File: src/rtl/sd_cmd_seq.sv
// SD-card SPI-mode command sequencer: selects the card, sends a 6-byte command
// frame with CRC7, polls for R1 and optionally releases CS via the spi engine.
module sd_cmd_seq #(
  parameter int unsigned MAX_POLL = 8
) (
  input  logic        clock50,
  input  logic        reset,
  input  logic        start,
  input  logic [5:0]  cmd_idx,
  input  logic [31:0] cmd_arg,
  input  logic        keep_cs,
  output logic        busy,
  output logic        done,
  output logic [7:0]  r1,
  output logic        timeout,
  output logic        spi_sent,
  output logic [1:0]  spi_cmd,
  output logic [7:0]  spi_out,
  input  logic [7:0]  spi_din,
  input  logic [1:0]  spi_st
);

  localparam logic [1:0] SPI_TX     = 2'd1;
  localparam logic [1:0] SPI_CSLO   = 2'd2;
  localparam logic [1:0] SPI_CSHI   = 2'd3;
  localparam logic [7:0] POLL_LIMIT = 8'(MAX_POLL);

  typedef enum logic [2:0] {
    ST_IDLE, ST_CSLO, ST_PRE, ST_FRAME, ST_POLL, ST_RELEASE, ST_TRAIL, ST_FIN
  } state_t;

  typedef enum logic [1:0] {
    PH_ISSUE, PH_ACK, PH_WAIT
  } phase_t;

  state_t      state_q, state_d;
  phase_t      phase_q;
  logic [7:0]  cnt_q, cnt_d;
  logic [6:0]  crc_q;
  logic [5:0]  idx_q;
  logic [31:0] arg_q;
  logic        keep_q;
  logic        busy_q, done_q, timeout_q, sent_q;
  logic [7:0]  r1_q, out_q;
  logic [1:0]  cmd_q;

  logic [1:0]  op_cmd_d;
  logic [7:0]  op_out_d;
  logic        r1_hit_s, poll_to_s, finish_s;
  logic [7:0]  poll_cnt_s;
  logic        poll_end_s;
  logic        unused_s;

  function automatic logic [6:0] crc7_step(input logic [6:0] crc_in, input logic [7:0] data);
    logic [6:0] c;
    logic       fb;
    c = crc_in;
    for (int i = 7; i >= 0; i--) begin
      fb = data[i] ^ c[6];
      c  = {c[5:0], 1'b0} ^ (fb ? 7'h09 : 7'h00);
    end
    return c;
  endfunction

  function automatic logic [7:0] frame_byte(input logic [2:0] sel, input logic [5:0] idx,
                                            input logic [31:0] arg, input logic [6:0] crc);
    logic [7:0] b;
    case (sel)
      3'd0:    b = {2'b01, idx};
      3'd1:    b = arg[31:24];
      3'd2:    b = arg[23:16];
      3'd3:    b = arg[15:8];
      3'd4:    b = arg[7:0];
      3'd5:    b = {crc, 1'b1};
      default: b = 8'hFF;
    endcase
    return b;
  endfunction

  assign poll_cnt_s = cnt_q + 8'd1;
  assign poll_end_s = ~spi_din[7] | (poll_cnt_s == POLL_LIMIT);
  assign unused_s   = spi_st[1];

  // Choose the next spi operation once the current one completes
  always_comb begin
    state_d   = state_q;
    cnt_d     = cnt_q;
    op_cmd_d  = SPI_TX;
    op_out_d  = 8'hFF;
    r1_hit_s  = 1'b0;
    poll_to_s = 1'b0;
    finish_s  = 1'b0;
    case (state_q)
      ST_CSLO: begin
        state_d = ST_PRE;
      end
      ST_PRE: begin
        state_d  = ST_FRAME;
        cnt_d    = 8'd0;
        op_out_d = frame_byte(3'd0, idx_q, arg_q, crc_q);
      end
      ST_FRAME: begin
        if (cnt_q == 8'd5) begin
          state_d = ST_POLL;
          cnt_d   = 8'd0;
        end else begin
          cnt_d    = cnt_q + 8'd1;
          op_out_d = frame_byte(cnt_q[2:0] + 3'd1, idx_q, arg_q, crc_q);
        end
      end
      ST_POLL: begin
        cnt_d     = poll_cnt_s;
        r1_hit_s  = ~spi_din[7];
        poll_to_s = spi_din[7] & (poll_cnt_s == POLL_LIMIT);
        if (poll_end_s && keep_q) begin
          state_d  = ST_FIN;
          finish_s = 1'b1;
        end else if (poll_end_s) begin
          state_d  = ST_RELEASE;
          op_cmd_d = SPI_CSHI;
        end else begin
          state_d = ST_POLL;
        end
      end
      ST_RELEASE: begin
        state_d = ST_TRAIL;
      end
      ST_TRAIL: begin
        state_d  = ST_FIN;
        finish_s = 1'b1;
      end
      default: begin
        state_d = state_q;
      end
    endcase
  end

  // Main sequencer with the per-operation issue/ack/wait handshake
  always_ff @(posedge clock50 or posedge reset) begin
    if (reset) begin
      state_q   <= ST_IDLE;
      phase_q   <= PH_ISSUE;
      cnt_q     <= 8'd0;
      crc_q     <= 7'd0;
      idx_q     <= 6'd0;
      arg_q     <= 32'd0;
      keep_q    <= 1'b0;
      busy_q    <= 1'b0;
      done_q    <= 1'b0;
      r1_q      <= 8'hFF;
      timeout_q <= 1'b0;
      sent_q    <= 1'b0;
      cmd_q     <= 2'd0;
      out_q     <= 8'hFF;
    end else begin
      case (state_q)
        ST_IDLE: begin
          done_q <= 1'b0;
          if (start) begin
            idx_q     <= cmd_idx;
            arg_q     <= cmd_arg;
            keep_q    <= keep_cs;
            busy_q    <= 1'b1;
            timeout_q <= 1'b0;
            r1_q      <= 8'hFF;
            crc_q     <= 7'd0;
            cnt_q     <= 8'd0;
            state_q   <= ST_CSLO;
            phase_q   <= PH_ISSUE;
            sent_q    <= 1'b1;
            cmd_q     <= SPI_CSLO;
            out_q     <= 8'hFF;
          end
        end
        ST_FIN: begin
          done_q  <= 1'b0;
          busy_q  <= 1'b0;
          state_q <= ST_IDLE;
        end
        ST_CSLO, ST_PRE, ST_FRAME, ST_POLL, ST_RELEASE, ST_TRAIL: begin
          case (phase_q)
            PH_ISSUE: begin
              sent_q  <= 1'b0;
              phase_q <= PH_ACK;
              // b0..b4 fold into the CRC while they are being issued; b5 carries the result
              if (state_q == ST_FRAME && cnt_q < 8'd5) begin
                crc_q <= crc7_step(crc_q, out_q);
              end
            end
            PH_ACK: begin
              if (spi_st[0]) begin
                phase_q <= PH_WAIT;
              end
            end
            PH_WAIT: begin
              if (!spi_st[0]) begin
                state_q <= state_d;
                cnt_q   <= cnt_d;
                if (r1_hit_s) begin
                  r1_q <= spi_din;
                end
                if (poll_to_s) begin
                  timeout_q <= 1'b1;
                  r1_q      <= 8'hFF;
                end
                if (finish_s) begin
                  done_q <= 1'b1;
                end else begin
                  phase_q <= PH_ISSUE;
                  sent_q  <= 1'b1;
                  cmd_q   <= op_cmd_d;
                  out_q   <= op_out_d;
                end
              end
            end
            default: begin
              phase_q <= PH_ACK;
            end
          endcase
        end
        default: begin
          state_q <= ST_IDLE;
          busy_q  <= 1'b0;
          done_q  <= 1'b0;
          sent_q  <= 1'b0;
        end
      endcase
    end
  end

  assign busy     = busy_q;
  assign done     = done_q;
  assign r1       = r1_q;
  assign timeout  = timeout_q;
  assign spi_sent = sent_q;
  assign spi_cmd  = cmd_q;
  assign spi_out  = out_q;

endmodule

File: config.mk
export PLATFORM = sky130hd
export DESIGN_NAME = sd_cmd_seq
export DESIGN_NICKNAME = d
export VERILOG_FILES = /design/src/rtl/sd_cmd_seq.sv
export SDC_FILE = /design/constraint.sdc
export NUM_CORES = 1
export LEC_CHECK = 0
export CAP_MARGIN = 10
export CORE_ASPECT_RATIO = 1.2
export CORE_MARGIN = 8
export CORE_UTILIZATION = 28
export DETAILED_ROUTE_END_ITERATION = 8
export DONT_BUFFER_PORTS = 1
export PLACE_DENSITY = 0.53
export SYNTH_ARGS = -nofsm -noshare
export SYNTH_HDL_FRONTEND = slang
export SYNTH_SLANG_ARGS = --single-unit
File: constraint.sdc
create_clock -name clock50 -period 5.59 [get_ports clock50]
set_input_delay 0.559 -clock clock50 [delete_from_list [all_inputs] [get_ports clock50]]
set_output_delay 0.559 -clock clock50 [all_outputs]
set_load 0.005 [all_outputs]
==> impl_results.md <==
- Number of levels the H-tree was split into: 3
- Final setup violating endpoints: 0
- Worst slack at placement: 2220 ps
- Share of flip-flops with an asynchronous set or reset after synthesis: 1.00
- Most area-hungry cell type in the Yosys netlist: sky130_fd_sc_hd__dfrtp_1
- Worst-Skew Late Latency: 350 ps
- Cell with the most instances after synthesis: sky130_fd_sc_hd__nand2_1
- Maximum number of pins on one net before global-route repair: 82
- Minimum hold slack: 317 ps
- Top cells by area, synth: sky130_fd_sc_hd__dfrtp_1 (37%), sky130_fd_sc_hd__nand2_1 (13%), sky130_fd_sc_hd__dfstp_2 (9.6%)
- Clock transition at the register clock pins on the worst setup and hold paths after CTS: 60 ps
- Final wirelength: 11800 um
- Register bit total from synthesis: 81
- Floorplan die area: 0.0199 mm2
- Fraction of layout instances using a drive strength above 1: 0.123
- Total power draw: 2.87 mW
- Most common library cells after synthesis: sky130_fd_sc_hd__nand2_1 (153), sky130_fd_sc_hd__dfrtp_1 (65), sky130_fd_sc_hd__o21ai_0 (24)
- Synth Warn #: 0
- GRT Resource Usage Total: 0.123
- Leak Pwr: 2.18 nW
- Total negative slack for setup checks: 0 ps
- Setup WS post-layout: 2240 ps
- Result of the run: complete, no violations
- Cell repeated most along the worst path: sky130_fd_sc_hd__ha_1
- Overall overflow remaining after global route: 0
- Number of instances in the synthesized netlist: 489
- Inserted Clock Buffers: 9
- Peak clock frequency supported by timing: 298 MHz
- Vias in the first global route: 3476
- Die span in y: 153 um
- Wire per inst: 17.2 um
- Power density over the cells: 584 mW/mm2
- Number of vias after detailed routing: 3470
- Slowest cell on the critical path: sky130_fd_sc_hd__ha_1
- Net count after synthesis: 553
- Sinks on the clock net: 81
- Area share of the largest cell type after synthesis: 0.371
- Post_cts resized: 0
- Kind of critical path: flip-flop to flip-flop
- Worst Max-Slew Pin Slew: 1040 ps
- Critical path peak fanout: 19
- Slowest Stage Delay on Critical Path: 750 ps
- Final count of pins violating max slew: 0
- Core Area: 0.0155 mm2
- Number of top-level pins: 74
- Main flop type after synthesis: sky130_fd_sc_hd__dfrtp_1
- # hold bufs at CTS: 0
- Critical-path cell list: ha_1 -> ha_1 -> o211ai_2 -> o31ai_4 -> a31oi_2 -> mux2_4
- Seq/Total Area, Yosys: 0.467
- Max VDD drop: 234 uV
- Initial core utilization: 0.284
- Drt drc: 0
- Via density per instance: 5.04
- Diodes inserted: 0
- Antenna violations before repair: 0
- Post-Route Skew: 5.37 ps
- Number of port buffers: 0
- Drt pass-1 iters: 5
- Drt initial violations: 262
- Type of element capturing the critical path: flip-flop
- Required time of the critical path: 5820 ps
- Global-route wire length before repair: 18800 um
- Fin. Hold Viols: 0
- Final net count: 540
- Number of post-CTS setup repair buffers: 0
- Number of unique standard cell types used by synthesis: 56
- Startpoint type of the worst setup path: flip-flop
- Cell area after synthesis: 0.00438 mm2
- Final period demand of the worst path: 3350 ps
- Cell chosen for the clock root: sky130_fd_sc_hd__clkbuf_16
- Crit path DAT: 3580 ps
- Horiz. Die Dim: 130 um
- HPWL after detailed placement: 8560 um
- Ratio of final minimum period to clock period: 0.600
- FP Rows: 50
- Count of flip-flops with a built-in enable after synthesis: 0
- Min-delay worst type: input port to flip-flop
- Count of antenna-violating nets left after detailed routing: 0
- Gpl congestion: 0.803
- RSZ-0062 raised after global routing: false
- Post-Synthesis Mean Instance Area: 8.96 um2
- Max Cap Viol: 0
- Worst max-slew margin expressed relative to the limit: 0.307
- Buffer levels on the longest clock path: 2
- Area growth from synthesis to final layout: 12.0%
- Clock tree from TritonCTS: done
worst paths after layout:
check                                     start                     end  slack (ps)  cells past startpoint
setup / recovery           cnt_q[0]$_DFFE_PP0P_  spi_cmd[0]$_DFFE_PP0P_        2240                      6
hold / removal                      cmd_arg[19]   arg_q[19]$_DFFE_PP0P_         320                      2
setup reg to reg           cnt_q[0]$_DFFE_PP0P_  spi_cmd[0]$_DFFE_PP0P_        2240                      6
hold reg to reg            arg_q[2]$_DFFE_PP0P_    arg_q[2]$_DFFE_PP0P_         480                      2
max in group asynchronous                 reset  phase_q[0]$_DFFE_PP0P_        4500                      2
min in group asynchronous                 reset   arg_q[17]$_DFFE_PP0P_         420                      2
state kept, by name, summed over array words and instances, names as in the netlist:
register / count
arg_q: 32
cnt_q: 8
r1: 8
spi_out: 8
crc_q: 7
idx_q: 6
state_q: 3
phase_q: 2
spi_cmd: 2
busy: 1
done: 1
keep_q: 1
spi_sent: 1
timeout: 1
kinds of logic after synthesis:
kind of cell	share of synthesized area
AND/OR/NAND/NOR	0.230
AO/OA/AOI/OAI	0.146
flip-flops	0.467
buffers and inverters	0.0383
XOR/XNOR	0.0360
multiplexers	0.0485
adder cells (fa/ha/maj)	0.0343
per-stage QoR:
stage	utilization	cell area [um2]	instances
after floorplan	-	4380	489
after global placement	0.295	4560	673
after detailed placement	0.295	4560	673
after CTS	0.318	4910	689
after global routing	0.318	4910	689
final	0.318	4910	689
cells in the final DEF (no fill, tap or decap), types with 5 or more instances in the layout:
| cell type | synthesis | routed |
|---|---|---|
| sky130_fd_sc_hd__a221o_1 | 6 | 6 |
| sky130_fd_sc_hd__clkbuf_16 | 0 | 9 |
| sky130_fd_sc_hd__o21ai_0 | 24 | 24 |
| sky130_fd_sc_hd__ha_1 | 12 | 12 |
| sky130_fd_sc_hd__nor3_1 | 7 | 6 |
| sky130_fd_sc_hd__xor2_1 | 5 | 5 |
| sky130_fd_sc_hd__inv_1 | 12 | 11 |
| sky130_fd_sc_hd__nor4_1 | 9 | 9 |
| sky130_fd_sc_hd__nand3_1 | 12 | 12 |
| sky130_fd_sc_hd__nand4_1 | 7 | 7 |
| sky130_fd_sc_hd__nor2_1 | 18 | 18 |
| sky130_fd_sc_hd__nand2_1 | 153 | 153 |
| sky130_fd_sc_hd__a21oi_1 | 18 | 18 |
| sky130_fd_sc_hd__dfrtp_1 | 65 | 65 |
| sky130_fd_sc_hd__mux2_2 | 6 | 6 |
| sky130_fd_sc_hd__a32oi_1 | 5 | 5 |
| sky130_fd_sc_hd__mux2_4 | 7 | 7 |
| sky130_fd_sc_hd__xnor2_1 | 13 | 13 |
| sky130_fd_sc_hd__dfstp_2 | 16 | 16 |
where the power goes:
group	internal, mW	switching, mW	total [mW]
sequential	0.825	0.225	1.05
combinational	0.478	0.641	1.12
clock	0.450	0.247	0.697
layer usage:
layer | wire length (um) | vias up | GRT usage
met5 | 0 | - | 0
met4 | 225 | 0 | 0.0565
met3 | 796 | 13 | 0.0341
met2 | 5720 | 91 | 0.194
met1 | 5080 | 1699 | 0.152
li1 | - | 1667 | -
cell type report:
class	count	area (um2)
Tap cell	208	260
Multi-Input combinational cell	368	2170
Inverter	12	46.3
Sequential cell	81	2050
Clock inverter	6	115
Clock buffer	10	239
Timing Repair Buffer	4	30.0
Fill cell	1640	10500
critical path: cells and delay by family, from the launching register on:
family / cells / cell delay (ps)
adders and majority gates: 2 / 1040
AOI/OAI and AO/OA: 3 / 1270
DFF: 1 / 470
muxes: 1 / 430
Note: power is estimated with default switching activity, not from simulation.
